`src/rtl/timer_core.sv`:
```
// -----------------------------------------------------------------------------
// timer_core
//
// CLINT-style machine timer that sits behind the AXI-Lite slave front end.
// It holds one free-running 64-bit mtime, a 64-bit mtimecmp per hart that
// drives that hart's timer interrupt, and a one-bit msip per hart that drives
// its software interrupt.
//
// Request port (memory-like, no backpressure):
//   A request is taken on every clock edge where en_i is high. A write
//   (we_i high) commits data_i to the addressed register at that edge. There
//   is no ready signal because every request completes in one cycle. Read
//   data is not gated by en_i: data_o is refreshed from address_i on every
//   edge. The front end therefore presents the address one cycle ahead and
//   finds the data already waiting when it asserts en_i.
//
// Ports:
//   clk_i        clock
//   rst_i        asynchronous, active-high reset
//   en_i         request valid
//   we_i         1 = write, 0 = read (qualified by en_i)
//   address_i    byte address; only bits [15:0] are decoded
//   data_i       64-bit write data (no byte strobes)
//   data_o       registered read data
//   rtc_i        real-time tick, asynchronous to clk_i
//   timer_irq_o  per-hart timer interrupt (registered mtime >= mtimecmp)
//   ipi_o        per-hart software interrupt (msip bit 0)
//
// Address map on address_i[15:0]:
//   0x0000 + 8*i  msip[i]
//   0x4000 + 8*i  mtimecmp[i]
//   0xBFF8        mtime
//   Anything else reads as 0 and ignores writes.
// -----------------------------------------------------------------------------
module timer_core #(
    parameter int unsigned AXI_ADDR_WIDTH = 64,
    parameter int unsigned AXI_DATA_WIDTH = 64,  // must be 64
    parameter int          NR_CORES       = 1    // 1 .. 2047
) (
    input  logic                      clk_i,
    input  logic                      rst_i,
    input  logic                      en_i,
    input  logic                      we_i,
    input  logic [AXI_ADDR_WIDTH-1:0] address_i,
    input  logic [AXI_DATA_WIDTH-1:0] data_i,
    output logic [AXI_DATA_WIDTH-1:0] data_o,
    input  logic                      rtc_i,
    output logic [NR_CORES-1:0]       timer_irq_o,
    output logic [NR_CORES-1:0]       ipi_o
);

    localparam logic [15:0] MTIME_ADDR = 16'hBFF8;

    // -------------------------------------------------------------------------
    // Address decode
    // -------------------------------------------------------------------------
    logic [15:0] addr;
    logic [10:0] hart_idx;
    logic        aligned;
    logic        msip_sel;
    logic        cmp_sel;
    logic        mtime_sel;
    logic        wr_en;

    // Bits above 15 are ignored by the address map.
    logic        unused_addr_bits;

    assign addr             = address_i[15:0];
    assign unused_addr_bits = ^address_i[AXI_ADDR_WIDTH-1:16];

    // msip occupies 0x0000-0x3FFF and mtimecmp 0x4000-0x7FFF; in both regions
    // the hart number is the doubleword index within the 16 KiB window.
    // mtime at 0xBFF8 lies outside both windows, so the selects never overlap.
    assign hart_idx  = addr[13:3];
    assign aligned   = (addr[2:0] == 3'b000);
    assign msip_sel  = aligned && (addr[15:14] == 2'b00);
    assign cmp_sel   = aligned && (addr[15:14] == 2'b01);
    assign mtime_sel = (addr == MTIME_ADDR);
    assign wr_en     = en_i && we_i;

    // -------------------------------------------------------------------------
    // State
    // -------------------------------------------------------------------------
    logic [63:0]               mtime_q;
    logic [63:0]               mtimecmp_q [NR_CORES];
    logic [NR_CORES-1:0]       msip_q;
    logic [NR_CORES-1:0]       irq_q;
    logic [AXI_DATA_WIDTH-1:0] data_q;
    logic [AXI_DATA_WIDTH-1:0] rdata_d;

    logic sync1_q;
    logic sync2_q;
    logic rtc_q;
    logic tick;

    // -------------------------------------------------------------------------
    // rtc_i synchronizer and rising-edge detect
    // -------------------------------------------------------------------------
    always_ff @(posedge clk_i or posedge rst_i) begin
        if (rst_i) begin
            sync1_q <= 1'b0;
            sync2_q <= 1'b0;
            rtc_q   <= 1'b0;
        end else begin
            sync1_q <= rtc_i;
            sync2_q <= sync1_q;
            rtc_q   <= sync2_q;
        end
    end

    assign tick = sync2_q && !rtc_q;

    // -------------------------------------------------------------------------
    // mtime: a software write takes priority over a tick on the same edge.
    // The increment wraps naturally at 2^64.
    // -------------------------------------------------------------------------
    always_ff @(posedge clk_i or posedge rst_i) begin
        if (rst_i) begin
            mtime_q <= '0;
        end else if (wr_en && mtime_sel) begin
            mtime_q <= data_i;
        end else if (tick) begin
            mtime_q <= mtime_q + 64'd1;
        end
    end

    // -------------------------------------------------------------------------
    // Per-hart registers. The loop bound doubles as the range check: a hart
    // index >= NR_CORES matches no iteration, so such writes fall away.
    // -------------------------------------------------------------------------
    always_ff @(posedge clk_i or posedge rst_i) begin
        if (rst_i) begin
            for (int i = 0; i < NR_CORES; i++) begin
                mtimecmp_q[i] <= '1;
            end
            msip_q <= '0;
        end else begin
            for (int i = 0; i < NR_CORES; i++) begin
                if (wr_en && cmp_sel && (hart_idx == 11'(i))) begin
                    mtimecmp_q[i] <= data_i;
                end
                if (wr_en && msip_sel && (hart_idx == 11'(i))) begin
                    msip_q[i] <= data_i[0];
                end
            end
        end
    end

    // -------------------------------------------------------------------------
    // Timer interrupts: compare the current register values, so a new
    // mtimecmp or mtime takes one further edge to reach timer_irq_o.
    // -------------------------------------------------------------------------
    always_ff @(posedge clk_i or posedge rst_i) begin
        if (rst_i) begin
            irq_q <= '0;
        end else begin
            for (int i = 0; i < NR_CORES; i++) begin
                irq_q[i] <= (mtime_q >= mtimecmp_q[i]);
            end
        end
    end

    // -------------------------------------------------------------------------
    // Read path: the mux is sampled every edge, independent of en_i/we_i.
    // A read that coincides with a write to the same register therefore
    // returns the pre-write value.
    // -------------------------------------------------------------------------
    always_comb begin
        rdata_d = '0;
        if (mtime_sel) begin
            rdata_d = mtime_q;
        end
        for (int i = 0; i < NR_CORES; i++) begin
            if (msip_sel && (hart_idx == 11'(i))) begin
                rdata_d = {63'd0, msip_q[i]};
            end
            if (cmp_sel && (hart_idx == 11'(i))) begin
                rdata_d = mtimecmp_q[i];
            end
        end
    end

    always_ff @(posedge clk_i or posedge rst_i) begin
        if (rst_i) begin
            data_q <= '0;
        end else begin
            data_q <= rdata_d;
        end
    end

    assign data_o      = data_q;
    assign timer_irq_o = irq_q;
    assign ipi_o       = msip_q;

endmodule

```
`config.mk`:
```
export PLATFORM = sky130hd
export DESIGN_NAME = timer_core
export DESIGN_NICKNAME = d
export VERILOG_FILES = /design/src/rtl/timer_core.sv
export SDC_FILE = /design/constraint.sdc
export NUM_CORES = 1
export LEC_CHECK = 0
export ABC_AREA = 1
export BUFFER_PORTS_ARGS = -buffer_cell sky130_fd_sc_hd__buf_2
export CORE_MARGIN = 5
export CORE_UTILIZATION = 44
export DETAILED_ROUTE_END_ITERATION = 10
export PLACE_DENSITY = 0.65
export SYNTH_ARGS = -nofsm -noshare
export SYNTH_HDL_FRONTEND = slang
export SYNTH_SLANG_ARGS = --single-unit
```
`constraint.sdc`:
```
create_clock -name clk_i -period 8 [get_ports clk_i]
set_clock_uncertainty 0.05 [all_clocks]
set_input_delay 1.2 -clock clk_i [delete_from_list [all_inputs] [get_ports clk_i]]
set_output_delay 1.2 -clock clk_i [all_outputs]
set_load 0.05 [all_outputs]
```
After elaboration in Yosys (flattened, before gate mapping):

Index checks and enable logic that the tools add are counted.

* input bits: 133
* memory bits (writable): 0
* logic and storage cells: 33
* output and inout bits: 66
* bits in read-only memories: 0
* bits in latches: 0
* memories: 0
* flip-flop bits (word level): 197

* multipliers: 0
* equal/unequal tests: 2
* shift-type cells: 0
* $add $sub $neg: 1
* div/mod/pow operators: 0
* reduce and logical (&&, ||, !) cells: 16
* bitwise logic cells: 0
* magnitude comparators: 1
* multiplexer cells: 5

Operators by type and width (count)
* $mux 64: 5
* $add 64x1->64 const B: 1
* $ge 64x64->1: 1
* $eq 16x16->1 const B: 1
* $logic_and 1x1->1: 11
* $logic_not 11->1: 1
* $logic_not 3->1: 1
* $eq 2x1->1 const B: 1
* $logic_not 2->1: 1
* $reduce_bool 2->1: 1
* $logic_not 1->1: 1

Logic depth before layout (Yosys ltp):

* word-level depth: 5
* mapped depth: 15
* mapped depth without buffers: 15

Least setup slack after synthesis:

OpenSTA, ideal clock, no wires.

* path kind: input port to flip-flop
* from: in address_i[1]
* to: reg mtime_q[34]
* setup slack: 5.506 ns
* path buffers: 3
* required time: 7.834 ns
* library setup time: 0.116 ns
* stages on the path: 11
* arrival time: 2.328 ns
* cells stage by stage: nor2_1 > nand2_1 > nor3_2 > nand3_1 > buf_4 > nand2_2 > inv_2 > buf_6 > buf_4 > nand2_1 > nand2_1

* cells in the longest elaborated chain, start to end: 3
* elaborated cells between the ends (all ways): 4
* those cells by class: 1 x eq/ne; 1 x mux; 2 x reduce/logical

RTL lines
* start, declared: RTL line 44 `input logic [AXI_ADDR_WIDTH-1:0] address_i,`
* $eq 16x16->1 (*): RTL line 78 `assign mtime_sel = (addr == MTIME_ADDR);`
* $logic_and 1x1->1 (*): RTL line 120 `end else if (wr_en && mtime_sel) begin`
* $mux 64 or $reduce_bool 2->1 (tied branches)
* end signal, assigned: RTL line 121 `mtime_q <= data_i;`
* end signal, assigned: RTL line 123 `mtime_q <= mtime_q + 64'd1;`
* end, declared: RTL line 84 `logic [63:0] mtime_q;`

Mark *: on every way between the ends. The rest lies on a longest branch, timed or not.
A chain may end at the register's enable or synchronous reset.

Worst setup path in the final report:

* from: in en_i
* to: reg mtime_q[34]

* cells in the longest elaborated chain, start to end: 3
* elaborated cells between the ends (all ways): 4
* those cells by class: 1 x mux; 3 x reduce/logical

RTL lines
* start, declared: RTL line 42 `input logic en_i,`
* $logic_and 1x1->1 (*): RTL line 79 `assign wr_en = en_i && we_i;`
* $logic_and 1x1->1 (*): RTL line 120
* $mux 64 or $reduce_bool 2->1 (tied branches)

Marked as above.

==> reports/results.ini <==
[floorplanning]
start_util_pct=44.3
ioPinCount=199
chipHeight_microns=174
die_w_microns=174
dieArea_sq_um=30400
core-area_sq_um=26800
num_rows=60

[yosys]
syn_inst=1643
ys_seq_area_share_pct=42.2
synthDominantCellAreaShare_pct=28.0
ys_top_cells_by_count=505 x nand2_1, 212 x nand3_1, 207 x inv_1
synth_seq_cells=197
ys_warn_count=0
synth_nets=1841
synth_top_area_cell=dfrtp_1
async_flop_share_pct=100
synth_area_per_cell_sq_um=7.23
synth.most_common_cell=nand2_1
synth-main-ff-cell=dfrtp_1
netlist_area_sq_um=11900
synth_edf_count=0
synth_cell_types=35
ys_top_cells_by_area=dfrtp_1 28%, nand2_1 16%, dfstp_2 14%

[global_routing]
antenna_found_initial=0
overflow=0
grt_pass1_vias=10720
grt_pass1_wl_mm=56.5
gr-usage-all-layers_pct=22.9
grt_max_degree=130

[routing]
wire_per_inst_microns=16.2
drc=0
drt-initial-drc-count=712
via_count=10857
wl_mm=34.2
viasPerCell=5.14
dr.pass1.iters=7
ant_nets=0

[power]
power_density_nw_per_um2=161
p_seq_share_pct=49.1
leakage_nw=6.54
sw_frac_of_total_pct=28.6
p_sw_mw=0.618
combPwrFrac_pct=10.5
intPower_mw=1.55
pwr-share-clk_pct=40.4
irDropWorstVdd_v=0.000120

[final_layout]
fin_cells=2114
fin_nets=1958
stdcell_area_sq_um=13400
drive_above_1_share_pct=15.4
insertedDiodeCount=0
areaGrowthSynthToFinish_pct=13.0

[sta]
setup_viol=0
max-slew-margin-rel_pct=21.4
tightest_slew_ns=1.18
period_needed_ns=4.04
hold_viol=0
rsz0062_at_grt=false
whs_ns=0.314
period_share_pct=50.5
setup_tns_ns=0
fmax_mhz=247
drv_slew=0

[place]
dpl.cell_count=2082
hpwlAfterDp_mm=25.5
routabilityCongestion=0.924
dpl_cell_area_sq_um=12800
port_buffers=150

[worst_setup_path]
cp_max_fo=59
crit_arrival_ns=4.31
end_kind=register
critical_path_class=input port to register
crit_path_start_kind=input port
required_ns=8.27

[clocking]
postCtsSetupBuffers=0
cts_sinks=197
cts-root-buf=clkbuf_16
clk_latency_ns=0.44
path_clk_slew_ns=0.08
cts_made_buffers=17
cts_buffer_depth=2
post_cts_resized=0
cts_tree=done
postCtsHoldBufs=0
htreeDepth=4

[outcome]
status=complete, no violations

[min_path]
hold_class=register to register

[job]
max_cap_violations=0

[cell type report]
| type | instances | area, sq um |
|---|---|---|
| inverters | 213 | 807 |
| clock buffers | 19 | 443 |
| fillers | 2685 | 13400 |
| repair buffers | 155 | 788 |
| flip-flops and latches | 197 | 5010 |
| clock inverters | 13 | 136 |
| well taps | 341 | 427 |
| multi-input cells | 1176 | 5820 |
[stage by stage]
step / worst slack (ns) / util (%) / power, mW
2_1_floorplan: 1.49 / - / 1.23
3_3_place_gp: 3.51 / 47.9 / 1.30
3_5_place_dp: 3.51 / 47.9 / 1.31
4_1_cts: 3.95 / 50.1 / 2.18
5_1_grt: 3.65 / 50.1 / 2.26
6_report: 3.96 / 50.1 / 2.16
[critical path, stage by stage]
cell,delay (ns)
buf_2,0.08
nand2_1,0.05
inv_2,0.83
nand3_1,0.81
inv_2,0.65
nor2_4,0.33
nand2_1,0.13
nand2_1,0.07
inv_1,0.06
nand2_1,0.05
[registers in the layout, summed over array words and instances (netlist names)]
signal / cells
data_o: 64
mtime_q: 64
mtimecmp_q: 64
ipi_o: 1
rtc_q: 1
sync1_q: 1
sync2_q: 1
timer_irq_o: 1
[cell families after synthesis]
| kind of cell | synth area share [%] |
|---|---|
| XOR/XNOR | 2.14 |
| AO/OA/AOI/OAI | 6.66 |
| buffers and inverters | 9.01 |
| adder cells (fa/ha/maj) | 6.85 |
| AND/OR/NAND/NOR | 33.2 |
| flip-flops | 42.2 |
[final timing paths]
kind / startpoint / endpoint / slack (ns) / cells past startpoint
worst max register to register: mtime_q[0] / mtime_q[38] / 5.50 / 9
worst max-delay path: en_i / mtime_q[34] / 3.96 / 10
worst min register to register: sync1_q / sync2_q / 0.31 / 0
min in group asynchronous: rst_i / data_o[16] / 0.88 / 2
max in group asynchronous: rst_i / mtime_q[49] / 5.51 / 3
worst min-delay path: sync1_q / sync2_q / 0.31 / 0
[cell usage in the layout (no fill, tap or decap), types with 34 or more instances in the layout]
cell,synthesis,final
inv_1,207,205
o21ai_0,98,98
buf_2,15,150
nand3_1,212,211
ha_1,65,65
dfstp_2,64,64
nand2_1,505,505
nor2_1,136,136
a21oi_1,34,34
dfrtp_1,133,133
[per-layer routing]
metal | wire length (microns) | track usage [%]
met5 | 0 | 0
met4 | 425 | 4.92
met3 | 1360 | 2.72
met2 | 15800 | 38.0
met1 | 16600 | 32.5
[power by group through the flow]
stage / logic (mW) / clock network [mW] / registers [mW]
after floorplan: 0.163 / 0 / 1.06
after global placement: 0.222 / 0 / 1.08
after detailed placement: 0.227 / 0 / 1.08
after CTS: 0.229 / 0.893 / 1.06
after global routing: 0.263 / 0.935 / 1.07
final: 0.228 / 0.875 / 1.06
No activity file was read; power rests on OpenSTA's default activity.
